[src/rtl/decode_pipe_stage.sv]
// PIPE Y86-64 decode stage: field decode, D->E pipeline register, load-use
// interlock, mispredict flush, sticky halt and a saturating stall counter.
module decode_pipe_stage #(
  parameter int              RW    = 4,
  parameter logic [RW-1:0]   RNONE = {RW{1'b1}},
  parameter int              RSP   = 4,
  parameter int              CNTW  = 16
) (
  input  logic            clk,
  input  logic            reset,
  input  logic            d_valid,
  input  logic [3:0]      d_icode,
  input  logic [RW-1:0]   d_rA,
  input  logic [RW-1:0]   d_rB,
  output logic            d_ready,
  output logic [RW-1:0]   d_srcA,
  output logic [RW-1:0]   d_srcB,
  input  logic            e_cnd,
  input  logic            e_flush,
  output logic            e_valid,
  output logic [3:0]      e_icode,
  output logic [RW-1:0]   e_srcA,
  output logic [RW-1:0]   e_srcB,
  output logic [RW-1:0]   e_dstE,
  output logic [RW-1:0]   e_dstM,
  output logic            halted,
  output logic [CNTW-1:0] stall_count
);

  localparam logic [RW-1:0] RSP_IDX = RW'(RSP);

  localparam logic [3:0] IHALT  = 4'h0;
  localparam logic [3:0] INOP   = 4'h1;
  localparam logic [3:0] IRRMOV = 4'h2;
  localparam logic [3:0] IIRMOV = 4'h3;
  localparam logic [3:0] IRMMOV = 4'h4;
  localparam logic [3:0] IMRMOV = 4'h5;
  localparam logic [3:0] IOPQ   = 4'h6;
  localparam logic [3:0] ICALL  = 4'h8;
  localparam logic [3:0] IRET   = 4'h9;
  localparam logic [3:0] IPUSH  = 4'hA;
  localparam logic [3:0] IPOP   = 4'hB;

  logic [RW-1:0] dec_srcA, dec_srcB, dec_dstE, dec_dstM;

  logic            e_valid_q, e_valid_d;
  logic [3:0]      e_icode_q, e_icode_d;
  logic [RW-1:0]   e_srcA_q, e_srcA_d;
  logic [RW-1:0]   e_srcB_q, e_srcB_d;
  logic [RW-1:0]   e_dstE_q, e_dstE_d;
  logic [RW-1:0]   e_dstM_q, e_dstM_d;
  logic            halted_q, halted_d;
  logic [CNTW-1:0] stall_count_q, stall_count_d;

  logic load_in_e, hazard, hold_e;

  always_comb begin
    dec_srcA = RNONE;
    dec_srcB = RNONE;
    dec_dstE = RNONE;
    dec_dstM = RNONE;
    case (d_icode)
      IRRMOV, IRMMOV, IOPQ, IPUSH: dec_srcA = d_rA;
      IRET, IPOP:                  dec_srcA = RSP_IDX;
      default:                     dec_srcA = RNONE;
    endcase
    case (d_icode)
      IRMMOV, IMRMOV, IOPQ:        dec_srcB = d_rB;
      ICALL, IRET, IPUSH, IPOP:    dec_srcB = RSP_IDX;
      default:                     dec_srcB = RNONE;
    endcase
    case (d_icode)
      IRRMOV, IIRMOV, IOPQ:        dec_dstE = d_rB;
      ICALL, IRET, IPUSH, IPOP:    dec_dstE = RSP_IDX;
      default:                     dec_dstE = RNONE;
    endcase
    case (d_icode)
      IMRMOV, IPOP:                dec_dstM = d_rA;
      default:                     dec_dstM = RNONE;
    endcase
  end

  assign d_srcA = d_valid ? dec_srcA : RNONE;
  assign d_srcB = d_valid ? dec_srcB : RNONE;

  assign load_in_e = e_valid_q & ((e_icode_q == IMRMOV) | (e_icode_q == IPOP))
                     & (e_dstM_q != RNONE);
  assign hazard    = d_valid & load_in_e & ((d_srcA == e_dstM_q) | (d_srcB == e_dstM_q));
  assign hold_e    = e_valid_q & (e_icode_q == IHALT);
  assign d_ready   = ~reset & ~halted_q & ~hold_e & (~hazard | e_flush);

  always_comb begin
    e_valid_d     = 1'b0;
    e_icode_d     = INOP;
    e_srcA_d      = RNONE;
    e_srcB_d      = RNONE;
    e_dstE_d      = RNONE;
    e_dstM_d      = RNONE;
    halted_d      = halted_q;
    stall_count_d = stall_count_q;
    // Every branch except a clean accept leaves the bubble defaults in place.
    if (e_flush) begin
      halted_d = halted_q;
    end else if (hold_e) begin
      halted_d = 1'b1;
    end else if (halted_q) begin
      halted_d = 1'b1;
    end else if (hazard) begin
      if (stall_count_q != {CNTW{1'b1}}) stall_count_d = stall_count_q + CNTW'(1);
    end else if (d_valid) begin
      e_valid_d = 1'b1;
      e_icode_d = d_icode;
      e_srcA_d  = dec_srcA;
      e_srcB_d  = dec_srcB;
      e_dstE_d  = dec_dstE;
      e_dstM_d  = dec_dstM;
    end
  end

  always_ff @(posedge clk) begin
    if (reset) begin
      e_valid_q     <= 1'b0;
      e_icode_q     <= INOP;
      e_srcA_q      <= RNONE;
      e_srcB_q      <= RNONE;
      e_dstE_q      <= RNONE;
      e_dstM_q      <= RNONE;
      halted_q      <= 1'b0;
      stall_count_q <= '0;
    end else begin
      e_valid_q     <= e_valid_d;
      e_icode_q     <= e_icode_d;
      e_srcA_q      <= e_srcA_d;
      e_srcB_q      <= e_srcB_d;
      e_dstE_q      <= e_dstE_d;
      e_dstM_q      <= e_dstM_d;
      halted_q      <= halted_d;
      stall_count_q <= stall_count_d;
    end
  end

  assign e_valid     = e_valid_q;
  assign e_icode     = e_icode_q;
  assign e_srcA      = e_srcA_q;
  assign e_srcB      = e_srcB_q;
  // A cmov whose condition failed must not write its destination.
  assign e_dstE      = (e_valid_q && (e_icode_q == IRRMOV) && !e_cnd) ? RNONE : e_dstE_q;
  assign e_dstM      = e_dstM_q;
  assign halted      = halted_q;
  assign stall_count = stall_count_q;

endmodule

[config.mk]
export PLATFORM = sky130hd
export DESIGN_NAME = decode_pipe_stage
export DESIGN_NICKNAME = d
export VERILOG_FILES = /design/src/rtl/decode_pipe_stage.sv
export SDC_FILE = /design/constraint.sdc
export NUM_CORES = 1
export LEC_CHECK = 0
export CORE_AREA = 2 2 74 76
export DETAILED_ROUTE_END_ITERATION = 10
export DIE_AREA = 0 0 76 78
export PLACE_DENSITY = 0.67
export RECOVER_POWER = 100
export SLEW_MARGIN = 20
export SYNTH_ARGS = -nofsm -noshare
export SYNTH_HDL_FRONTEND = slang
export SYNTH_SLANG_ARGS = --single-unit
[constraint.sdc]
create_clock -name clk -period 3.25 [get_ports clk]
set_input_delay 0.8125 -clock clk [delete_from_list [all_inputs] [get_ports clk]]
set_output_delay 0.8125 -clock clk [all_outputs]
set_load 0.05 [all_outputs]
Yosys cells after proc, flatten, opt, wreduce, memory -nomap -nowiden --
Cells that the tools add are included.
Operators by class: $add $sub $neg 1, multipliers 0, div/mod/pow operators 0, order comparisons 0, eq/ne operators 16, shift-type cells 0, multiplexer cells 9, bitwise logic cells 18, reductions and logical operators 14
Operator list (count):
- $pmux 4 s2 | 3
- $eq 4x4->1 const B | 5
- $add 16x1->16 const B | 1
- $eq 4x3->1 const B | 4
- $ne 16x16->1 const B | 1
- $eq 4x2->1 const B | 3
- $mux 4 | 3
- $and 1x1->1 | 8
- $eq 4x4->1 | 2
- $reduce_or 4->1 | 2
- $not 1->1 | 7
- $reduce_or 7->1 | 1
- $reduce_or 3->1 | 2
- $reduce_or 6->1 | 1
- $reduce_and 5->1 | 1
- $reduce_or 5->1 | 1
- $logic_not 4->1 | 1
- $ne 4x4->1 const B | 1
- $reduce_or 2->1 | 2
- $mux 1 | 3
- $or 1x1->1 | 3
- $logic_and 1x1->1 | 2
- $logic_not 1->1 | 1
Storage, ports and cells: flip-flop bits (word level) 38, latch bits 0, bits in writable memories 0, ROM bits 0, output and inout port bits 47, word-level logic and storage cells 66, memories kept 0

Logic depth before layout (Yosys ltp) --
depth in word-level cells 10, depth in mapped cells 11

Worst setup path after synthesis --
No wires, ideal clock.
kind input -> output, from input d_icode[3], to output d_ready, data arrival time 3.630 ns, path slack -1.192 ns, stages 8, buffers on the path 1, path through buf_2 > and3b_1 > a41oi_1 > xor2_1 > nor3_1 > a2bb2oi_1 > nor2_1 > nor3_1
Between the ends: cells in the longest elaborated chain, start to end 10, elaborated cells between the ends (all ways) 23
RTL lines:
- start, declared | line 12 | input logic [3:0] d_icode,
- $eq 4x4->1 or $eq 4x3->1 (tied branches) | line 67 | case (d_icode)
- $reduce_or 4->1 or $reduce_or 3->1 (tied branches) | line 67
- $pmux 4 s2 (*) | line 67
- $mux 4 (*)
- named net d_srcB[0] | line 17 | output logic [RW-1:0] d_srcB,
- $eq 4x4->1 (*) | line 88 | assign hazard = d_valid & load_in_e & ((d_srcA == e_dstM_q) | (d_srcB == e_dstM_q));
- $or 1x1->1 (*) | line 88
- $and 1x1->1 (*) | line 88
- $not 1->1 (*) | line 90 | assign d_ready = ~reset & ~halted_q & ~hold_e & (~hazard | e_flush);
- $or 1x1->1 (*) | line 90
- $and 1x1->1 (*) | line 90
- end, declared | line 15 | output logic d_ready,
Mark *: on every way through the listed nets, which the timed path passes. The rest lies on a longest branch.

Final worst setup path --
from input d_icode[0], to output d_ready
Between the ends: cells in the longest elaborated chain, start to end 10, elaborated cells between the ends (all ways) 23
RTL lines:
- $eq 4x4->1, or another cell as far along | line 62, 67
- $reduce_or 4->1, or another cell as far along | line 62 | case (d_icode)
- $pmux 4 s2 (on tied branches) | line 62, 67
- $mux 4
- $eq 4x4->1 | line 88
- $or 1x1->1 (*) | line 88
- $and 1x1->1 (*) | line 88
- $not 1->1 (*) | line 90
- $or 1x1->1 (*) | line 90
- $and 1x1->1 (*) | line 90
Mark *: on every way between the ends. The rest lies on a longest branch, timed or not.

==> out/results.ini <==
[route]
routed_wl_um=5870
drc=0
wire_per_inst_um=14.5
first_pass_iters=4
via_per_inst=5.42
drtIter0Drc=78
vias=2200
ant_nets=0

[power_and_ir_drop]
p_per_area_mw_per_mm2=313
finalPower_mw=1.02
cellLeakagePower_nw=1.29
ir_worst_vdd_v=0.000151

[cts]
ctsLongestPathBuffers=2
clockRootBuffer=clkbuf_8
tritoncts=done
cts.htree.levels=2
cts_buffers=5
clk-insertion-delay-late_ns=0.29
clk_pin_slew_worst_paths_ns=0.08
ctsHoldBuffers=0
cts.sinks=38

[status]
status=finished, violations left
violations=setup timing

[sta]
drv_slew=0
holdWs_ns=0.500
slew_headroom=0.468
finalSetupViolCount=1
hold_viol_final=0
worstMarginPinSlew_ns=0.797
fin_crit_ns=3.25
rsz0062_at_grt=true
finalCritPeriodShare=1.00
fin_ws_ns=-0.00102
finClkSkew_ns=0.00671
max_freq_ghz=0.308

[global_route]
grt_pass1_vias=2104
grt_max_degree=20
grt_util_met2=0.340
groute.layer.met3.usage=0.0395
met1_usage=0.232
grt_overflow=0
gr-usage-all-layers=0.195
antenna_found_initial=0
grt.busiest_layer=met2
grt_pass1_wl_um=9490

[job]
maxCapViolCount=0

[floorplanning]
fp.coreArea_mm2=0.00504
dieArea_mm2=0.00593
rows=26
dieWidth_um=76
die_y_um=78
start_util=0.399
ios=64

[finish]
synthToLayoutAreaGrowth_pct=61.4
stdcell_count=406
antennaDiodeCount=0
fin_area_mm2=0.00324
final_layout_size_suffix_gt1_frac=0.259
final_nets=353
fillers=437

[synth]
synthDistinctLibCells=47
synth_top_area_cell=dfxtp_1
netlist_area_mm2=0.00201
ys.flop_type=dfxtp_1
synth_top_area_share=0.379
ys_async_sr_fraction=0
syn_nets=255
syn-mean-instance-area_um2=8.48
synth_seq_area_share=0.379
synth_area_leaders=dfxtp_1 38%, nand2b_1 4.0%, or3_1 3.7%
synth_edf_count=0
ys_ff_latch=38
ys_warn_count=0
syn_inst=237

[worst_setup_path]
worstPathArrival_ns=2.44
path_max_fanout=7
end_kind=primary output
path_class=input pin to primary output
cp.required_ns=2.44
r2r_slack_ns=0.84
start_kind=input pin

[placement]
placed_cell_area_mm2=0.00300
dp.cells=388
port_buffers=63
gp_congestion=0.838
place_hpwl_um=4100

[min_path]
worstHoldPathType=flip-flop to flip-flop

-- layout by cell type (no fill, tap or decap), types with 4 or more instances in the layout --
master	synthesis	layout
nand3_1	11	10
nand4b_1	5	5
o31ai_1	5	5
or3_1	12	12
o21ai_0	13	13
nor2_1	14	13
clkdlybuf4s50_1	0	4
a2111o_1	4	4
buf_12	0	9
buf_6	2	6
buf_4	1	40
nand4_1	7	7
dlygate4sd2_1	0	7
a21oi_1	13	13
nand2b_1	13	11
clkbuf_8	0	6
inv_1	7	6
dlygate4sd3_1	0	33
nand2_1	17	16
dfxtp_1	38	38
or4_1	4	4
-- layer usage --
layer,part of all wire,routed length [um]
met1,0.42,2470
met2,0.49,2890
met3,0.067,393
met4,0.020,117
met5,0,0
-- path summary, 6_finish.rpt --
check,start,endpoint,cells after the start
max,d_icode[0],d_ready,10
min,stall_count[10],stall_count[10],2
max reg2reg,e_dstM[1],stall_count[14],8
min reg2reg,stall_count[10],stall_count[10],2
-- report_power, final --
part           leakage, nW  internal, mW  switching [mW]
Combinational        0.937        0.0874           0.108
Clock               0.0472         0.171           0.176
Sequential           0.308         0.470         0.00304
-- cell type report --
class | count | area [um^2] | share of cell area
clock buffer | 6 | 82.6 | 0.0255
clock inverter | 2 | 12.5 | 0.00386
sequential | 38 | 761 | 0.235
timing repair buffer | 105 | 1020 | 0.316
multi-input combinational | 178 | 1250 | 0.385
inverter | 7 | 26.3 | 0.00810
tap | 70 | 87.6 | 0.0270
-- flip-flops by register name (all words and copies together), names as in the netlist --
name	cells
halted	1
e_valid	1
e_srcA	4
stall_count	16
e_dstE_q	4
e_srcB	4
e_dstM	4
e_icode	4
-- Yosys cell counts (3+ instances only) --
cell type / instances
dfxtp_1: 38
nand2_1: 17
nor2_1: 14
a21oi_1: 13
nand2b_1: 13
o21ai_0: 13
or3_1: 12
nand3_1: 11
inv_1: 7
nand4_1: 7
clkbuf_1: 6
and2_1: 5
buf_2: 5
nand4b_1: 5
o31ai_1: 5
a2111o_1: 4
a211oi_1: 4
nor3_1: 4
or4_1: 4
xor2_1: 4
a31oi_1: 3
and3_1: 3
nor2b_1: 3
o211ai_1: 3
o211ai_2: 3
-- kinds of logic (layout without fill, tap and decap cells) --
kind of cell	after synthesis	after routing	share of synthesized area
compound gates	56	56	0.199
xor+xnor	4	4	0.0174
fa+ha+maj	1	1	0.00623
buf+inv	21	120	0.0517
flops	38	38	0.379
mux	3	3	0.0156
simple gates	114	114	0.331
-- worst max-delay path, stage by stage --
cell	delay [ns]
buf_8	0.10
nand2b_4	0.17
buf_6	0.13
a211oi_4	0.23
xor2_1	0.26
nand4_1	0.21
a2bb2oi_4	0.20
nor2_2	0.13
nor3_4	0.06
buf_12	0.15
-- stage by stage --
step / utilization / TNS [ns] / worst slack, ns
2_1_floorplan: - / -0.322 / -0.322
3_3_place_gp: 0.595 / -1.88 / -0.508
3_5_place_dp: 0.595 / -2.34 / -0.566
4_1_cts: 0.635 / 0 / 0.000291
5_1_grt: 0.643 / -0.0624 / -0.0624
6_report: 0.643 / -0.00102 / -0.00102
-- repair_timing --
action                     in CTS  in global routing
gates cloned                    0                  0
setup endpoints to repair       3                  1
pin swaps                      15                  8
buffers inserted                6                  4
resized for setup              49                  8
No activity file was read; power rests on OpenSTA's default activity.
